### src/rtl/lrec_tp_if.sv
// Handshake bundle for the lrec_tp dual-rail token generator.
// The master side requests runs and acknowledges tokens; the slave side is the generator.
interface lrec_tp_if #(
    parameter int WIDTH = 32,
    parameter int CNT_W = 16
);
    logic                   start;
    logic [CNT_W-1:0]       n_terms;
    logic                   ack_i;
    logic [WIDTH-1:0][1:0]  out;
    logic                   busy;
    logic                   done;
    logic                   ovf;
    logic                   proto_err;

    modport master (
        output start, n_terms, ack_i,
        input  out, busy, done, ovf, proto_err
    );

    modport slave (
        input  start, n_terms, ack_i,
        output out, busy, done, ovf, proto_err
    );
endinterface

### src/rtl/lrec_tp.sv
// Linear-recurrence term generator (each term is the sum of the previous ORDER terms),
// emitted as dual-rail two-phase tokens to an asynchronous receiver.
//
// state | meaning
// IDLE  | waiting for start; n_terms sampled here
// EMIT  | toggle one rail per bit of w[0], count the token
// WAIT  | hold out until the receiver acknowledges
// DONE  | one-cycle done pulse, then back to IDLE
module lrec_tp #(
    parameter int WIDTH = 32,
    parameter int ORDER = 2,
    parameter int CNT_W = 16,
    parameter int SAT   = 0
) (
    input  logic    clk,
    input  logic    rst,
    lrec_tp_if.slave bus
);
    localparam int SUM_W = WIDTH + $clog2(ORDER);

    typedef enum logic [1:0] {IDLE, EMIT, WAIT, DONE} state_t;

    state_t                 state;
    logic [WIDTH-1:0]       win [ORDER];
    logic [CNT_W-1:0]       cnt;
    logic [CNT_W-1:0]       n_cap;
    logic                   ack_s1;
    logic                   ack_s2;
    logic                   ack_hist;
    logic                   ack_edge;
    logic [SUM_W-1:0]       sum;
    logic                   sum_ovf;
    logic [WIDTH-1:0]       next_term;
    logic [WIDTH-1:0][1:0]  out_q;
    logic [WIDTH-1:0][1:0]  tok_next;
    logic                   busy_q;
    logic                   done_q;
    logic                   ovf_q;
    logic                   perr_q;

    assign ack_edge = ack_s2 ^ ack_hist;

    always_comb begin
        sum = '0;
        for (int i = 0; i < ORDER; i++) begin
            sum = sum + SUM_W'(win[i]);
        end
    end

    assign sum_ovf = |sum[SUM_W-1:WIDTH];

    always_comb begin
        next_term = sum[WIDTH-1:0];
        if (sum_ovf && (SAT != 0)) begin
            next_term = '1;
        end
    end

    // Exactly one rail flips per bit: rail[1] for a one, rail[0] for a zero.
    always_comb begin
        tok_next = out_q;
        for (int b = 0; b < WIDTH; b++) begin
            tok_next[b] = out_q[b] ^ (win[0][b] ? 2'b10 : 2'b01);
        end
    end

    always_ff @(posedge clk) begin
        if (rst) begin
            state    <= IDLE;
            cnt      <= '0;
            n_cap    <= '0;
            ack_s1   <= 1'b0;
            ack_s2   <= 1'b0;
            ack_hist <= 1'b0;
            out_q    <= '0;
            busy_q   <= 1'b0;
            done_q   <= 1'b0;
            ovf_q    <= 1'b0;
            perr_q   <= 1'b0;
            for (int i = 0; i < ORDER; i++) begin
                win[i] <= '0;
            end
        end else begin
            ack_s1   <= bus.ack_i;
            ack_s2   <= ack_s1;
            ack_hist <= ack_s2;
            done_q   <= 1'b0;

            // An acknowledge is only legal while a token is outstanding.
            if (ack_edge && (state != WAIT)) begin
                perr_q <= 1'b1;
            end

            case (state)
                IDLE: begin
                    if (bus.start) begin
                        busy_q <= 1'b1;
                        if (bus.n_terms != '0) begin
                            for (int i = 0; i < ORDER; i++) begin
                                win[i] <= (i == ORDER - 1) ? WIDTH'(1) : '0;
                            end
                            n_cap <= bus.n_terms;
                            cnt   <= '0;
                            state <= EMIT;
                        end else begin
                            done_q <= 1'b1;
                            state  <= DONE;
                        end
                    end
                end
                EMIT: begin
                    out_q <= tok_next;
                    cnt   <= cnt + CNT_W'(1);
                    state <= WAIT;
                end
                WAIT: begin
                    if (ack_edge) begin
                        if (cnt == n_cap) begin
                            done_q <= 1'b1;
                            state  <= DONE;
                        end else begin
                            for (int i = 0; i < ORDER - 1; i++) begin
                                win[i] <= win[i+1];
                            end
                            win[ORDER-1] <= next_term;
                            if (sum_ovf) begin
                                ovf_q <= 1'b1;
                            end
                            state <= EMIT;
                        end
                    end
                end
                DONE: begin
                    busy_q <= 1'b0;
                    state  <= IDLE;
                end
                default: begin
                    busy_q <= 1'b0;
                    state  <= IDLE;
                end
            endcase
        end
    end

    assign bus.out       = out_q;
    assign bus.busy      = busy_q;
    assign bus.done      = done_q;
    assign bus.ovf       = ovf_q;
    assign bus.proto_err = perr_q;
endmodule

### src/flat_wrapper.sv
// flat-port wrapper written by rule: the top's interface ports become plain ports
module lrec_tp_flat 
#(
    parameter int WIDTH = 32,
    parameter int ORDER = 2,
    parameter int CNT_W = 16,
    parameter int SAT   = 0
)
  (clk, rst, bus_start, bus_n_terms, bus_ack_i, bus_out, bus_busy, bus_done, bus_ovf, bus_proto_err);
  lrec_tp_if #(.WIDTH(WIDTH), .CNT_W(CNT_W)) bus_i ();
  input  logic clk;
  input  logic rst;
  input wire logic [$bits(bus_i.start)-1:0] bus_start;
  input wire logic [$bits(bus_i.n_terms)-1:0] bus_n_terms;
  input wire logic [$bits(bus_i.ack_i)-1:0] bus_ack_i;
  output wire logic [$bits(bus_i.out)-1:0] bus_out;
  output wire logic [$bits(bus_i.busy)-1:0] bus_busy;
  output wire logic [$bits(bus_i.done)-1:0] bus_done;
  output wire logic [$bits(bus_i.ovf)-1:0] bus_ovf;
  output wire logic [$bits(bus_i.proto_err)-1:0] bus_proto_err;
  assign bus_i.start = bus_start;
  assign bus_i.n_terms = bus_n_terms;
  assign bus_i.ack_i = bus_ack_i;
  assign bus_out = bus_i.out;
  assign bus_busy = bus_i.busy;
  assign bus_done = bus_i.done;
  assign bus_ovf = bus_i.ovf;
  assign bus_proto_err = bus_i.proto_err;
  lrec_tp #(.WIDTH(WIDTH), .ORDER(ORDER), .CNT_W(CNT_W), .SAT(SAT)) u_core (.clk(clk), .rst(rst), .bus(bus_i));
endmodule
### config.mk
export PLATFORM = sky130hd
export DESIGN_NAME = lrec_tp_flat
export DESIGN_NICKNAME = d
export VERILOG_FILES = /design/src/rtl/lrec_tp_if.sv /design/src/rtl/lrec_tp.sv /design/src/flat_wrapper.sv
export SDC_FILE = /design/constraint.sdc
export NUM_CORES = 1
export LEC_CHECK = 0
export ABC_AREA = 0
export CAP_MARGIN = 20
export CORE_UTILIZATION = 49
export DETAILED_ROUTE_END_ITERATION = 12
export PLACE_DENSITY_LB_ADDON = 0.25
export SETUP_SLACK_MARGIN = 0.3
export SLEW_MARGIN = 20
export SYNTH_ARGS = -nofsm -noshare
export SYNTH_HDL_FRONTEND = slang
export SYNTH_SLANG_ARGS = --single-unit
### constraint.sdc
create_clock -name clk -period 4.1 [get_ports clk]
set_input_delay 0.41 -clock clk [delete_from_list [all_inputs] [get_ports clk]]
set_output_delay 0.41 -clock clk [all_outputs]
set_load 0.05 [all_outputs]
Yosys cells after proc, flatten, opt, wreduce, memory -nomap -nowiden
Memory sizes are Yosys's and may differ from the RTL's.
Cells that the tools add are included.

storage, ports and cells
  register bits = 105
  bits in writable memories = 64
  input port bits = 20
  output and inout bits = 68
  logic and storage cells = 164
  memories kept = 1

cells by class
  add/subtract/negate cells = 2
  eq/ne operators = 8
  muxes and demuxes = 63
  bitwise operators = 38
  reductions and logical operators = 10

memories
  memory      depth  width  rd ports  clocked after Yosys merged registers in  write ports  RTL line       text
  u_core.win  2      32     2         0                                        2            lrec_tp.sv:24  logic [WIDTH-1:0] win [ORDER];

operators with widths
  operator                                               count
  two-way mux 32 bit                                     4
  two-way mux 2 bit                                      36
  bitwise XOR 2 bit                                      32
  adder 32 x 32 -> 33 bit                                1
  two-way mux 16 bit                                     2
  one-hot mux 16 bit (2 select lines)                    1
  two-way mux 1 bit                                      17
  adder 16 x 1 -> 16 bit, second input constant          1
  == test 16 bit                                         1
  nonzero test 16 bit                                    1
  one-hot mux 2 bit (4 select lines)                     1
  AND reduction 3 bit                                    2
  == test 2 bit, second input constant                   2
  inequality test 2 x 1 -> 1 bit, second input constant  2
  inequality test 2 bit, second input constant           2
  bitwise OR 1 bit                                       4
  one-hot mux 1 bit (2 select lines)                     2
  AND reduction 2 bit                                    2
  AND reduction 4 bit                                    1
  nonzero test 2 bit                                     2
  == test 2 x 1 -> 1 bit, second input constant          1
  logical NOT 2 bit                                      1
  logical AND 1 bit                                      1
  NOT 1 bit                                              1
  bitwise XOR 1 bit                                      1

Longest topological paths before layout
  word-level depth = 8
  depth in mapped cells = 9

Worst setup path after synthesis
OpenSTA, ideal clock, no wires.

  path type = reg-to-reg
  from = register u_core.state[1]
  to = memory u_core.win[0][0] (enable)
  arrival time = 2936 ps
  required time = 3667 ps
  slack = 731 ps
  cell stages (with the launch flop) = 6
  path through = dfxtp_1 buf_1 nor3b_1 nand2_1 nand2b_1 nand2b_1

RTL lines
  element                 RTL line        text
  start, declared         lrec_tp.sv:23   state_t state;
  start signal, assigned  lrec_tp.sv:69   state <= IDLE;
  start signal, assigned  lrec_tp.sv:104  state <= EMIT;
  start signal, assigned  lrec_tp.sv:107  state <= DONE;
  end, declared           lrec_tp.sv:24

==> run summary <==
The number of hold buffers added after CTS was 0. Once the floorplan was initialized, standard cells occupied 49.9% of the core. The worst path uses 73.7% of the clock period. The post-synthesis cell count is 855, and the number of H-tree branching levels is 4. Dividing the detail-routed wire length by the instance count gives 15.4 um. In the synthesized netlist, mux cells make up 1.94% of the area. The cell with the largest stage delay on the worst path is fa_1. The first global-routing pass estimated 29900 um of wire.

Setup violations remaining at the end of the flow were counted as 0. The tools report the violation count after the first detailed-route iteration as 457. TritonCTS built the clock tree. The number of endpoints with negative hold slack in the final report is 0. Counting flops with an async set or reset pin after synthesis yields a share of 0%.

Setup repair after global routing left no endpoint under its margin. The data arrival time at the worst-slack endpoint came out at 3.17 ns. Sorting the synthesized cells by area gives the leading types as dfxtp_1 25%, edfxtp_1 23%, xor2_1 7.5%, ha_1 5.0%, nor2_1 5.0%. Critical path capture point type: a flop. Of all cell types, the one taking the most synthesized area is dfxtp_1. Prevailing post-synth register cell: dfxtp_1. Antenna diode count: 0. In this run the critical register-to-register path is launched from u_core.win[0][0]$_SDFFCE_PN0P_. Counting flops with a built-in enable in the synthesized netlist gives 64. Adding up every negative setup slack in the final design gives 0 ns.

Headroom to the max-slew limit came out at 33.5%. The number of nets in the synthesized netlist came out at 909. The minimum clock period after layout is 3.02 ns. The worst register-to-register path ends at u_core.win[0][54]$_SDFFCE_PN0P_. The buffer type at the clock tree root was clkbuf_16. The average size of a mapped cell works out to 9.65 sq um. The tools report the number of fill cells as 1423. The weighted congestion reported at the end of routability-driven placement came out at 0.850. The overflow left after global routing is 0, and the synthesized flop and latch total is 169. For the required time of the worst setup path, the log shows 4.25 ns. Traced cell by cell, the critical path runs through ha_1, fa_1, a211oi_2, o31ai_2, a41o_2, a41o_1, a311oi_1, xor2_1, nor2_1.

Input and output buffers added on the ports amount to 87. The cell count along the critical path was 9; the worst-case clock buffer depth was 2. The slew of the pin with the lowest slew margin was 0.997 ns; the number of iterations in the first detailed-routing pass was 5. On the critical path the largest part of the delay comes from compound AO/OA/AOI/OAI gates. From synthesis to final layout, the design area changed by 20.3%. For the number of clock sinks, the log shows 169. The total global routing track utilization came out at 21.3%. The flow ran to the end, and the final reports show no timing, DRC or antenna violations. The XOR/XNOR share of the synthesized area was 8.92%. Between clock sinks in the finished design, the worst skew comes to 0.00766 ns.

STA classifies the critical path startpoint as a flop. Dividing total power by cell area gives a power density of 445 nW/um^2. The number of rows created at floorplan was 47; the count of buffering cells on the critical path with inverters included was 0. Across the run, the number of max-cap violations was 0. In this run the post-CTS setup repair buffer count came out at 0. Dividing the detail-routed via count by the number of cells gives 5.44. The tools report the end point of the critical path as u_core.win[0][54]$_SDFFCE_PN0P_.

The region available for standard cell placement spans 16500 sq um. Static leakage: 3.91 nW. In this run the horizontal extent of the chip is 132 um. The die covers 17400 sq um. Initial antenna violation count: 0. The most frequent cell after synthesis was nor2_1. The synthesized netlist contains 59 unique library cells. The area fraction in and, or, nand and nor cells after synthesis is 19.6%, and the detailed placer's ending HPWL is 12000 um. The class of the most critical hold timing path was reg -> reg.

Of all nets on the critical path, the largest fanout is 6. Entering global routing, the biggest net connects 66 pins. The fraction of the mapped netlist area in compound gates is 13.3%, and the count of vias placed by the detailed router is 6305. The logs give 1128 for the number of cells in the design after placement and 0.331 GHz for the highest attainable clock frequency.

Once layout is complete, the cells apart from fillers number 1160. The commonest cells after synthesis are 110 x nor2_1, 105 x dfxtp_1, 75 x a21oi_1. The synthesized design devotes to its leading area cell type 25.5% of total area. After detailed routing, the number of remaining DRC violations is 0.

After synthesis, the largest family of logic cells by area is simple AND/OR/NAND/NOR gates. The peak supply drop is 0.299 mV. The final layout net count is 981, and the register-to-register setup slack is 1.08 ns. For the wire length after detailed routing, the log shows 17900 um. In this run the cell area of the synthesized design comes to 8250 sq um. The number of cell instances on the worst register-to-register path works out to 9. The count of antenna-violating nets left after detailed routing was 0. The number of clock buffers added by TritonCTS is 17. The number of placed I/O pins came out at 88.

After clock tree synthesis, the clock-pin slew on the worst setup and hold paths is 0.06 ns. The count of pins over their slew limit was 0. The post-synthesis adder-cell area fraction was 5.25%; the quantity of gates resized following cts was 0. The worst setup path is of the reg -> reg kind. The delay of the slowest cell on the worst path is 0.43 ns. The number of global-route vias before repair came out at 6105.

From bottom edge to top edge, the die measures 132 um. The share of the yosys chip area belonging to registers is 48.8%. Of the cells placed in the final design, the portion with a size suffix greater than 1 is 5.32%.

During synthesis, Yosys emitted a total of 0 warnings. The worst-skew pair later-pin latency is 0.42 ns. Tracing the worst setup path back leads to its startpoint at u_core.win[0][0]$_SDFFCE_PN0P_.
registers in the layout, indices dropped and copies added (netlist names):
name                  flops
u_core.bus.out           64
u_core.win               64
u_core.cnt               16
u_core.n_cap             16
u_core.state              2
u_core.ack_hist           1
u_core.ack_s1             1
u_core.ack_s2             1
u_core.bus.busy           1
u_core.bus.done           1
u_core.bus.ovf            1
u_core.bus.proto_err      1
power breakdown:
| part | total, W | internal, W | switching (W) |
|---|---|---|---|
| sequential | 0.00195 | 0.00186 | 0.0000890 |
| combinational | 0.000766 | 0.000278 | 0.000488 |
| clock | 0.00170 | 0.00103 | 0.000671 |
| total | 0.00442 | 0.00317 | 0.00125 |
worst reg2reg max path, delay by kind of cell (launching register included):
family,cells,cell delay (ns)
AOI/OAI and AO/OA,5,1.40
and+or+nand+nor,1,0.05
DFF,1,0.42
adders and majority gates,2,0.68
xor gates and xnor gates,1,0.18
worst min-delay path by stage:
stage	depth (start not counted)	end	slack [ns]	startpoint
after global routing	1	u_core.ack_s2$_SDFF_PP0_	0.47	u_core.ack_s1$_SDFF_PP0_
final	1	u_core.ack_s2$_SDFF_PP0_	0.46	u_core.ack_s1$_SDFF_PP0_
after detailed placement	1	u_core.ack_s2$_SDFF_PP0_	0.45	u_core.ack_s1$_SDFF_PP0_
after CTS	1	u_core.ack_s2$_SDFF_PP0_	0.46	u_core.ack_s1$_SDFF_PP0_
after global placement	1	u_core.ack_s2$_SDFF_PP0_	0.43	u_core.ack_s1$_SDFF_PP0_
after floorplan	1	u_core.ack_s2$_SDFF_PP0_	0.41	u_core.ack_s1$_SDFF_PP0_
placed cells by master, fill, tap and decap left out, types with 3 or more instances in the layout:
cell,count
a211oi_1,5
a21o_1,13
a21oi_1,75
and2_1,37
and3_1,9
buf_4,5
clkbuf_16,20
clkdlybuf4s50_1,86
dfxtp_1,105
edfxtp_1,64
ha_1,33
inv_1,6
inv_6,3
mux2i_1,16
nand2_1,62
nand2b_1,4
nand3_1,18
nand4_1,9
nor2_1,110
nor2b_1,7
nor3_1,9
nor3b_1,5
nor4_1,8
o2111ai_1,3
o211ai_1,4
o21a_1,6
o21ai_0,45
o21ai_1,3
o21bai_1,4
or3_1,33
xnor2_1,13
xor2_1,71
area by class of cell:
class	count	area [sq um]	share of cell area [%]
repair buffers	92	903	9.10
inverters	6	22.5	0.227
well taps	220	275	2.77
clock buffers	21	514	5.18
flip-flops and latches	169	4020	40.6
multi-input cells	641	4050	40.9
clock inverters	11	129	1.30
stage by stage:
step	instance area (sq um)	setup slack, ns	util [%]	hold WS (ns)	total power, W
after floorplan	8250	0.731	-	0.414	0.00252
after global placement	9280	1.04	56.2	0.428	0.00274
after detailed placement	9280	0.959	56.2	0.449	0.00275
after CTS	9920	1.09	60.0	0.458	0.00446
after global routing	9920	0.911	60.0	0.470	0.00461
final	9920	1.08	60.0	0.456	0.00442
kinds of logic (layout without fill, tap and decap cells):
kind of cell,after synthesis,in the layout
AO/OA/AOI/OAI,180,180
adder cells (fa/ha/maj),34,34
flip-flops,169,169
multiplexers,16,16
buffers and inverters,45,130
XOR/XNOR,84,84
AND/OR/NAND/NOR,327,327
metal layers:
layer | up-vias | part of all wire (%) | track usage, %
met4 | 0 | 1.0 | 5.75
li1 | 3164 | - | -
met2 | 150 | 46 | 34.9
met5 | - | 0 | 0
met1 | 2980 | 49 | 28.6
met3 | 11 | 4.0 | 4.65
Power figures use the tool's default switching activity.
